### config.mk
export PLATFORM = sky130hd
export DESIGN_NAME = hazard_unit
export DESIGN_NICKNAME = d
export VERILOG_FILES = /design/src/rtl/hazard_unit.sv
export SDC_FILE = /design/constraint.sdc
export NUM_CORES = 1
export LEC_CHECK = 0
export ABC_AREA = 1
export ABC_CLOCK_PERIOD_IN_PS = 3800
export BUFFER_PORTS_ARGS = -buffer_cell sky130_fd_sc_hd__buf_4
export CAP_MARGIN = 20
export CORE_ASPECT_RATIO = 0.8
export CORE_MARGIN = 2
export CORE_UTILIZATION = 30
export CTS_CLUSTER_DIAMETER = 30
export DETAILED_ROUTE_END_ITERATION = 8
export PLACE_DENSITY = 0.51
export SYNTH_ARGS = -nofsm -noshare
export SYNTH_HDL_FRONTEND = slang
export SYNTH_SLANG_ARGS = --single-unit
### constraint.sdc
create_clock -name clk -period 3.8 [get_ports clk]
set_clock_uncertainty 0.05 [all_clocks]
set_input_delay 0.57 -clock clk [delete_from_list [all_inputs] [get_ports clk]]
set_output_delay 0.57 -clock clk [all_outputs]
set_load 0.02 [all_outputs]
### src/rtl/hazard_unit.sv
// Hazard detection and forwarding control for a 5-stage MIPS pipeline with Decode-stage branches.
// All control outputs are combinational; only the stall-cycle counter is registered.
module hazard_unit #(
  parameter int unsigned CNT_W = 32
) (
  input  logic             clk,
  input  logic             reset,
  input  logic             BranchD,
  input  logic             jump,
  input  logic [4:0]       RsD,
  input  logic [4:0]       RtD,
  input  logic [4:0]       RsE,
  input  logic [4:0]       RtE,
  input  logic [4:0]       WriteRegE,
  input  logic             MemtoRegE,
  input  logic             RegWriteE,
  input  logic [4:0]       WriteRegM,
  input  logic             MemtoRegM,
  input  logic             RegWriteM,
  input  logic [4:0]       WriteRegW,
  input  logic             RegWriteW,
  output logic             StallF,
  output logic             StallD,
  output logic             FlushE,
  output logic             ForwardAD,
  output logic             ForwardBD,
  output logic [1:0]       ForwardAE,
  output logic [1:0]       ForwardBE,
  output logic [CNT_W-1:0] stall_cnt
);

  logic w_lwstall;
  logic w_branchstall;
  logic w_stall;
  logic w_br_e;
  logic w_br_m;
  logic [CNT_W-1:0] r_cnt;

  always_comb begin
    ForwardAE = 2'b00;
    if ((RsE != 5'd0) && (RsE == WriteRegM) && RegWriteM)
      ForwardAE = 2'b10;
    else if ((RsE != 5'd0) && (RsE == WriteRegW) && RegWriteW)
      ForwardAE = 2'b01;
  end

  always_comb begin
    ForwardBE = 2'b00;
    if ((RtE != 5'd0) && (RtE == WriteRegM) && RegWriteM)
      ForwardBE = 2'b10;
    else if ((RtE != 5'd0) && (RtE == WriteRegW) && RegWriteW)
      ForwardBE = 2'b01;
  end

  assign ForwardAD = (RsD != 5'd0) && (RsD == WriteRegM) && RegWriteM;
  assign ForwardBD = (RtD != 5'd0) && (RtD == WriteRegM) && RegWriteM;

  // Load-use check deliberately compares against register 0 too.
  assign w_lwstall     = MemtoRegE && ((RsD == RtE) || (RtD == RtE));
  assign w_br_e        = RegWriteE && ((WriteRegE == RsD) || (WriteRegE == RtD));
  assign w_br_m        = MemtoRegM && ((WriteRegM == RsD) || (WriteRegM == RtD));
  assign w_branchstall = BranchD && (w_br_e || w_br_m);
  assign w_stall       = (w_lwstall || w_branchstall) && !jump;

  assign StallF = w_stall;
  assign StallD = w_stall;
  assign FlushE = w_stall;

  always_ff @(posedge clk) begin
    if (reset)
      r_cnt <= '0;
    else if (w_stall && (r_cnt != '1))
      r_cnt <= r_cnt + {{(CNT_W-1){1'b0}}, 1'b1};
  end

  assign stall_cnt = r_cnt;

endmodule

==> impl_metrics.tcl, run 1 <==
set metrics [dict create \
    placed_cell_area_um2 3740 \
    ys_ff_latch 32 \
    ctsHoldBuffers 0 \
    cp_cell_sequence "buf_4 > inv_1 > o22ai_1 > nor2_1 > nand2_1 > o21ai_0 > nand2_1 > a21oi_1 > buf_4" \
    clkTransAtPathRegs_ps 50 \
    syn_area_um2 3050 \
    first_global_vias 3279 \
    drive_above_1_share_pct 18.4 \
    pwr-share-clk_pct 45.3 \
    cts_root_buf "clkbuf_16" \
    top_layer_used "met4" \
    place.detailed.hpwl_um 7410 \
    antenna_found_initial 0 \
    finalSetupViolCount 0 \
    numCtsBuffers 5 \
    combPwrFrac_pct 20.5 \
    p_sw_uw 291 \
    reg2regPathDepth 10 \
    async_flop_share_pct 0 \
    gr-usage-all-layers_pct 18.0 \
    synth_top_area_share_pct 21.0 \
    relSlewSlack_pct 43.2 \
    end_kind "output port" \
    fin_crit_sh_pct 66.5 \
    cp_slowest_cell "a21oi_1" \
    largest_reg_flops 32 \
    start_util_pct 31.2 \
    status "finished, final reports clean" \
    path_max_fanout 7 \
    final_nets 654 \
    power.leakage_nw 2.02 \
    max-cap-violations 0 \
    cp_data_required_time_ps 3180 \
    core.rowCount 32 \
    portBuffers 84 \
    postRouteAntennaNets 0 \
    regToRegStartpoint "stall_cnt[0]" \
    crit_type "primary input to output port" \
    layout_common_cells "160 x nand2_1, 93 x inv_1, 86 x nor2_1, 86 x buf_4" \
    min_path_type "register to register" \
    htree_levels 2 \
    gr-total-overflow 0 \
    drv_slew 0 \
    gp_congestion 0.949 \
    fp.dieH_um 94.2 \
    cts_tree "built" \
    worstMarginPinSlew_ps 851 \
    cp_slowest_stage_delay_ps 270 \
    grt_max_degree 25 \
    vdd_ir_drop_max_mv 0.162 \
    mostFrequentLayoutCell "nand2_1" \
    clk_latency_ps 280 \
    swShare_pct 28.3 \
    core_um2 9770 \
    syn_inst 535 \
    synth_edf_count 0 \
    wl_um 9450 \
    timing.fmax_mhz 396 \
    via_per_inst 4.63 \
    die_w_um 117 \
    syn_nets 580 \
    holdPathStages 4 \
    seq_power_share_pct 34.2 \
    ioPinCount 85 \
    design_area_um2 3900 \
    cts_setup_buffers 0 \
    power.density_nw_per_um2 263 \
    synth_top_cell_by_area "dfxtp_1" \
    die_area_um2 11000 \
    synth_flop_cell "dfxtp_1" \
    critPathArrivalTime_ps 1910 \
    yosysSeqAreaShare_pct 21.0 \
    dr.pass1.iters 4 \
    critPathBufInv 3 \
    wl_met3_um 524 \
    synth_cell_type_count 38 \
    intPower_uw 737 \
    synth.area.top_cells "dfxtp_1 21%, nand2_1 20%, inv_1 11%" \
    area_growth_pct 27.9 \
    min_period_ps 2530 \
    grt_pass1_wl_um 15700 \
    yosys_warnings 0 \
    hold_end "stall_cnt[1]" \
    wl_met2_um 4140 \
    cts_sinks 32 \
    finish.utilization_pct 39.9 \
    drt_iter0_drc 149 \
    fillers 1103 \
    setup.worst_path.start_class "primary input" \
    path_delay_family "compound AO/OA/AOI/OAI gates" \
    cts_resized 0 \
    m1WireLength_um 4690 \
    wl_per_cell_um 12.7 \
    tns_ps 0 \
    rsz0062_at_grt "no" \
    r2r_end "stall_cnt[25]" \
    n_antenna_cell 0 \
    reg2reg_slack_ps 1640 \
    min-delay-start "stall_cnt[1]" \
    syn_avg_cell_area_um2 5.70 \
    drc 0 \
    clockBufferDepth 2 \
    hold_viol 0 \
    via_count 3457 \
]
-- layout make-up --
type                    instances  area [µm²]  area share (%)
clock inverters                 2        35.0           0.898
well taps                     136         170            4.36
repair buffers                 86         646            16.5
multi-input cells             387        1920            49.1
inverters                      97         364            9.33
flip-flops and latches         32         641            16.4
clock buffers                   6         129            3.30
-- logic make-up (layout without fill, tap and decap cells) --
kind of cell | after synthesis | after routing | share of synthesized area (%)
DFF | 32 | 32 | 21.0
AOI/OAI and AO/OA | 20 | 20 | 4.47
and+or+nand+nor | 336 | 336 | 49.4
adders and majority gates | 1 | 1 | 0.410
buffers and inverters | 116 | 191 | 16.1
xor gates and xnor gates | 30 | 30 | 8.62
-- worst max path at each step --
| stage | startpoint | to | slack [ps] | depth (start not counted) |
|---|---|---|---|---|
| CTS | RtE[0] | StallF | 1270 | 9 |
| global route | RsD[1] | FlushE | 1150 | 12 |
| detailed placement | RsD[1] | stall_cnt[15] | 1270 | 14 |
| finish | RtE[3] | StallF | 1270 | 9 |
| floorplan | WriteRegM[4] | ForwardBE[0] | 1090 | 5 |
| global placement | RsD[0] | StallD | 1240 | 12 |
-- synth_stat cells (4+ instances only) --
cell and n:
nand3_1 32, buf_2 5, nand2_1 160, nor3_1 11
xor2_1 19, o22ai_1 5, buf_6 5, nand4_1 26
dfxtp_1 32, inv_1 93, xnor2_1 11, nor2_1 86
inv_2 4
-- through the flow --
step / power [mW] / hold slack [ps] / std cells / setup WS, ps
after floorplan: 0.481 / 555 / 535 / 1090
after global placement: 0.567 / 482 / 738 / 1240
after detailed placement: 0.569 / 497 / 738 / 1270
after CTS: 1.04 / 507 / 746 / 1270
after global routing: 1.08 / 530 / 746 / 1150
final: 1.03 / 507 / 746 / 1270
-- power by group through the flow --
stage / clock [mW] / combinational, mW / sequential [mW]
after global placement: 0 / 0.208 / 0.359
after global routing: 0.490 / 0.233 / 0.353
after floorplan: 0 / 0.116 / 0.365
after CTS: 0.477 / 0.210 / 0.352
final: 0.465 / 0.211 / 0.351
after detailed placement: 0 / 0.210 / 0.359
-- worst reg2reg max path: cells and delay by family, from the launching register on --
kind	cells	cell delay, ps
adder cells (fa/ha/maj)	1	210
AND/OR/NAND/NOR	9	1410
flip-flops	1	380
-- per-layer routing --
layer | global-route usage (%) | vias up
met5 | 0 | -
met4 | 3.43 | 0
met3 | 3.74 | 9
met2 | 28.4 | 81
met1 | 25.3 | 1560
li1 | - | 1807
No activity file was read; power rests on OpenSTA's default activity.
==> run 2: changes to the inputs <==
--- a/config.mk
+++ b/config.mk
@@ -6,7 +6,7 @@
 export NUM_CORES = 1
 export LEC_CHECK = 0
 export ABC_AREA = 1
-export ABC_CLOCK_PERIOD_IN_PS = 3800
+export ABC_CLOCK_PERIOD_IN_PS = 2100
 export BUFFER_PORTS_ARGS = -buffer_cell sky130_fd_sc_hd__buf_4
 export CAP_MARGIN = 20
 export CORE_ASPECT_RATIO = 0.8
@@ -14,7 +14,7 @@
 export CORE_UTILIZATION = 30
 export CTS_CLUSTER_DIAMETER = 30
 export DETAILED_ROUTE_END_ITERATION = 8
-export PLACE_DENSITY = 0.51
+export PLACE_DENSITY = 0.53
 export SYNTH_ARGS = -nofsm -noshare
 export SYNTH_HDL_FRONTEND = slang
 export SYNTH_SLANG_ARGS = --single-unit
==> constraint.sdc (replaced) <==
create_clock -name clk -period 2.1 [get_ports clk]
set_clock_uncertainty 0.05 [all_clocks]
set_input_delay 0.315 -clock clk [delete_from_list [all_inputs] [get_ports clk]]
set_output_delay 0.315 -clock clk [all_outputs]
set_load 0.02 [all_outputs]
==> impl_metrics.tcl, run 2 (synthesis results as in run 1) <==
set metrics [dict create \
    status "finished, final reports clean" \
    antenna_found_initial 0 \
    hold_viol 0 \
    drive_above_1_share_pct 22.7 \
    power.density_nw_per_um2 418 \
    area_growth_pct 36.0 \
    max-cap-violations 0 \
    path_delay_family "compound AO/OA/AOI/OAI gates" \
    postRouteAntennaNets 0 \
    min_period_ps 1950 \
    vdd_ir_drop_max_mv 0.292 \
    wl_per_cell_um 12.1 \
    finish.utilization_pct 42.4 \
    gp_congestion 0.927 \
    reg2regPathDepth 13 \
    cp_cell_sequence "buf_4 > inv_1 > o22ai_1 > nor2_1 > nand2_1 > o21ai_0 > nand2_1 > a21oi_1 > buf_4" \
    die_area_um2 11000 \
    fp.dieH_um 94.2 \
    largest_reg_flops 32 \
    holdPathStages 2 \
    relSlewSlack_pct 66.6 \
    rsz0062_at_grt "no" \
    drc 0 \
    p_sw_uw 508 \
    via_per_inst 4.54 \
    pwr-share-clk_pct 40.2 \
    portBuffers 84 \
    min-delay-start "reset" \
    cts_sinks 32 \
    gr-total-overflow 0 \
    regToRegStartpoint "stall_cnt[0]" \
    combPwrFrac_pct 23.2 \
    via_count 3516 \
    clk_latency_ps 280 \
    timing.fmax_mhz 513 \
    fin_crit_sh_pct 92.8 \
    finalSetupViolCount 0 \
    cp_slowest_cell "a21oi_1" \
    numCtsBuffers 5 \
    reg2reg_slack_ps 170 \
    power.leakage_nw 2.17 \
    clkTransAtPathRegs_ps 50 \
    crit_type "primary input to output port" \
    dr.pass1.iters 4 \
    cp_data_required_time_ps 1740 \
    intPower_mw 1.22 \
    critPathArrivalTime_ps 1580 \
    path_max_fanout 6 \
    n_antenna_cell 0 \
    drt_iter0_drc 168 \
    cp_slowest_stage_delay_ps 270 \
    grt_max_degree 31 \
    final_nets 684 \
    place.detailed.hpwl_um 7550 \
    wl_um 9370 \
    swShare_pct 29.3 \
    end_kind "output port" \
    drv_slew 0 \
    hold_end "stall_cnt[6]" \
    worstMarginPinSlew_ps 501 \
    ioPinCount 85 \
    start_util_pct 31.2 \
    tns_ps 0 \
    cts_tree "built" \
    r2r_end "stall_cnt[6]" \
    core_um2 9770 \
    clockBufferDepth 2 \
    min_path_type "primary input to register" \
    mostFrequentLayoutCell "nand2_1" \
    core.rowCount 32 \
    htree_levels 2 \
    setup.worst_path.start_class "primary input" \
    power_mw 1.73 \
    grt_pass1_wl_um 15700 \
    die_w_um 117 \
    first_global_vias 3285 \
    layout_common_cells "160 x nand2_1, 113 x buf_4, 93 x inv_1" \
    cts_root_buf "clkbuf_16" \
    gr-usage-all-layers_pct 17.7 \
    seq_power_share_pct 36.6 \
    critPathBufInv 3 \
]
==> run 2: cell types whose count changed in the layout (fill, tap and decap cells not counted) <==
| cell | before | now |
|---|---|---|
| buf_4 | 86 | 113 |
| buf_12 | 0 | 3 |
| bufinv_16 | 1 | 0 |
| dfxtp_1 | 32 | 31 |
| dfxtp_2 | 0 | 1 |
| ha_1 | 1 | 0 |
| ha_2 | 0 | 1 |
| nor2_1 | 86 | 85 |
| nor2_2 | 3 | 4 |
| nor4b_1 | 1 | 0 |
| nor4b_2 | 0 | 1 |
==> run 2: final cells by class <==
class	count	area, µm²
flip-flops and latches	32	642
clock buffers	6	129
repair buffers	116	908
multi-input cells	387	1930
inverters	97	364
fillers	1114	5620
well taps	136	170
clock inverters	1	5.00
==> run 2: worst max path at each step <==
stage,from,endpoint,slack [ps],depth (start not counted)
2_1_floorplan,WriteRegM[4],ForwardAE[0],60,5
3_3_place_gp,RtE[0],stall_cnt[15],120,11
3_5_place_dp,RtE[0],stall_cnt[19],90,11
6_report,RtE[0],FlushE,150,9
4_1_cts,RtE[0],FlushE,130,9
5_1_grt,stall_cnt[0],stall_cnt[6],4,13
==> run 2: power groups by stage <==
stage                     sequential (mW)  combinational, mW  clock, mW
after floorplan                     0.661              0.211          0
after global placement              0.646              0.401          0
after detailed placement            0.647              0.404          0
after CTS                           0.633              0.405      0.724
after global routing                0.635              0.446      0.735
final                               0.633              0.402      0.697
==> run 2: what timing repair did <==
item / 4_1_cts / 5_1_grt
setup endpoints to repair: 0 / 3
hold buffers: 0 / 0
buffers inserted: 0 / 4
resized for setup: 0 / 3
==> run 2: routing by layer <==
| metal | GRT usage, % | vias to the layer above | wire length, µm |
|---|---|---|---|
| li1 | - | 1868 | - |
| met2 | 28.4 | 74 | 4130 |
| met3 | 2.32 | 5 | 464 |
| met5 | 0 | - | 0 |
| met1 | 25.4 | 1569 | 4710 |
| met4 | 3.33 | 0 | 64 |
==> run 2: stage by stage <==
step / setup WS [ps] / hold WS (ps) / cell area (µm²) / instances
after global routing: 3.73 / 273 / 4150 / 775
after CTS: 131 / 267 / 4110 / 771
final: 151 / 267 / 4150 / 775
after global placement: 124 / 493 / 3980 / 764
after floorplan: 59.8 / 555 / 3060 / 535
after detailed placement: 93.9 / 512 / 3980 / 764
==> run 2: worst reg2reg max path, delay by kind of cell, from the launching register on <==
kind	cells	cell delay [ps]
AND/OR/NAND/NOR	10	980
flip-flops	1	340
buffers and inverters	2	260
adder cells (fa/ha/maj)	1	210
==> run 3: changes to the inputs <==
==> constraint.sdc (replaced) <==
create_clock -name clk -period 2.1 [get_ports clk]
set_clock_uncertainty 0.05 [all_clocks]
set_input_delay 0.105 -clock clk [delete_from_list [all_inputs] [get_ports clk]]
set_output_delay 0.105 -clock clk [all_outputs]
set_load 0.02 [all_outputs]
==> impl_metrics.tcl, run 3 (synthesis results as in run 1) <==
set metrics [dict create \
    combPwrFrac_pct 22.8 \
    finalSetupViolCount 0 \
    critPathArrivalTime_ps 2070 \
    wl_per_cell_um 12.6 \
    clk_latency_ps 280 \
    antenna_found_initial 0 \
    layout_common_cells "160 x nand2_1, 106 x buf_4, 93 x inv_1" \
    swShare_pct 29.5 \
    hold_viol 0 \
    final_nets 676 \
    die_w_um 117 \
    cts_sinks 32 \
    pwr-share-clk_pct 40.5 \
    place.detailed.hpwl_um 7490 \
    first_global_vias 3302 \
    fin_crit_sh_pct 93.1 \
    htree_levels 2 \
    regArea_um2 641 \
    status "finished, final reports clean" \
    gr-total-overflow 0 \
    worstMarginPinSlew_ps 589 \
    vdd_ir_drop_max_mv 0.229 \
    drv_slew 0 \
    clockBufferDepth 2 \
    n_antenna_cell 0 \
    drc 0 \
    grt_pass1_wl_um 15800 \
    grt_use_met2_pct 27.8 \
    numCtsBuffers 5 \
    holdWs_ps 56.9 \
    clkTransAtPathRegs_ps 50 \
    grt_max_degree 24 \
    crit_type "register to register" \
    use_met1_pct 26.1 \
    cts_tree "built" \
    tns_ps 0 \
    cp_data_required_time_ps 2220 \
    path_max_fanout 7 \
    core.rowCount 32 \
    min_path_type "primary input to register" \
    setup.worst_path.start_class "register" \
    gp_congestion 0.934 \
    area_growth_pct 33.2 \
    busiest_layer "met2" \
    seq_power_share_pct 36.8 \
    fp.dieH_um 94.2 \
    relSlewSlack_pct 60.7 \
    wl_um 9630 \
    timing.fmax_mhz 511 \
    ioPinCount 85 \
    power_mw 1.73 \
    portBuffers 84 \
    fillers 1085 \
    drive_above_1_share_pct 21.2 \
    mostFrequentLayoutCell "nand2_1" \
    intPower_mw 1.22 \
    dr.pass1.iters 4 \
    core_um2 9770 \
    multi_input_area_um2 1960 \
    via_count 3509 \
    largest_reg_flops 32 \
    p_sw_uw 509 \
    drt_iter0_drc 210 \
    die_area_um2 11000 \
    gr-usage-all-layers_pct 18.0 \
    postRouteAntennaNets 0 \
    cts_root_buf "clkbuf_16" \
    start_util_pct 31.2 \
    use_met3_pct 3.55 \
    power.density_nw_per_um2 425 \
    power.leakage_nw 2.12 \
    max-cap-violations 0 \
    placed_cell_area_um2 3880 \
    via_per_inst 4.57 \
    end_kind "register" \
    design_area_um2 4060 \
    min_period_ps 1960 \
]
[run 3: layer usage]
layer	up-vias	part of all wire (%)	wire (µm)
li1	1859	-	-
met1	1577	52	4990
met2	66	43	4160
met3	7	4.3	418
met4	0	0.59	57
met5	-	0	0
[run 3: final cells by class]
cell class                      count  share of cell area (%)
Multi-Input combinational cell    389                    48.2
Timing Repair Buffer              106                    19.6
Sequential cell                    32                    15.8
Inverter                           97                    8.97
Tap cell                          136                    4.19
Clock buffer                        6                    3.17
Clock inverter                      1                   0.123
[run 3: worst paths after layout]
kind | startpoint | to | slack [ps] | cells past startpoint
worst min register to register | stall_cnt[30] | stall_cnt[30] | 510 | 4
worst min-delay path | reset | stall_cnt[22] | 60 | 2
worst max register to register | stall_cnt[1] | stall_cnt[3] | 140 | 12
worst max-delay path | stall_cnt[1] | stall_cnt[3] | 140 | 12
[run 3: power by group through the flow]
| stage | clock, mW | sequential (mW) | combinational [mW] |
|---|---|---|---|
| 2_1_floorplan | 0 | 0.661 | 0.210 |
| 3_5_place_dp | 0 | 0.648 | 0.387 |
| 5_1_grt | 0.743 | 0.636 | 0.440 |
| 6_report | 0.698 | 0.635 | 0.393 |
| 3_3_place_gp | 0 | 0.647 | 0.382 |
| 4_1_cts | 0.712 | 0.635 | 0.389 |
[run 3: worst max-delay path, cell delays in order, from the launching register on]
cell	delay, ps
dfxtp_1	360
ha_2	210
nand2_2	80
nor2_4	160
nand4_4	120
nor2_4	210
nand3_2	240
nand2_1	120
inv_1	60
nand3_1	70
nand2_1	60
nand2_1	50
nor2_1	40
[run 3: through the flow]
stage	utilization [%]	cells	setup slack (ps)
floorplan	-	535	134
global placement	39.7	757	127
detailed placement	39.7	757	59.1
CTS	41.1	764	40.1
global route	41.6	767	-31.7
finish	41.6	767	145
[run 3: timing repair]
item,in CTS,in global routing
setup buffers,0,1
gates resized for setup,0,3
setup endpoints to repair,0,21
hold buffers,0,0
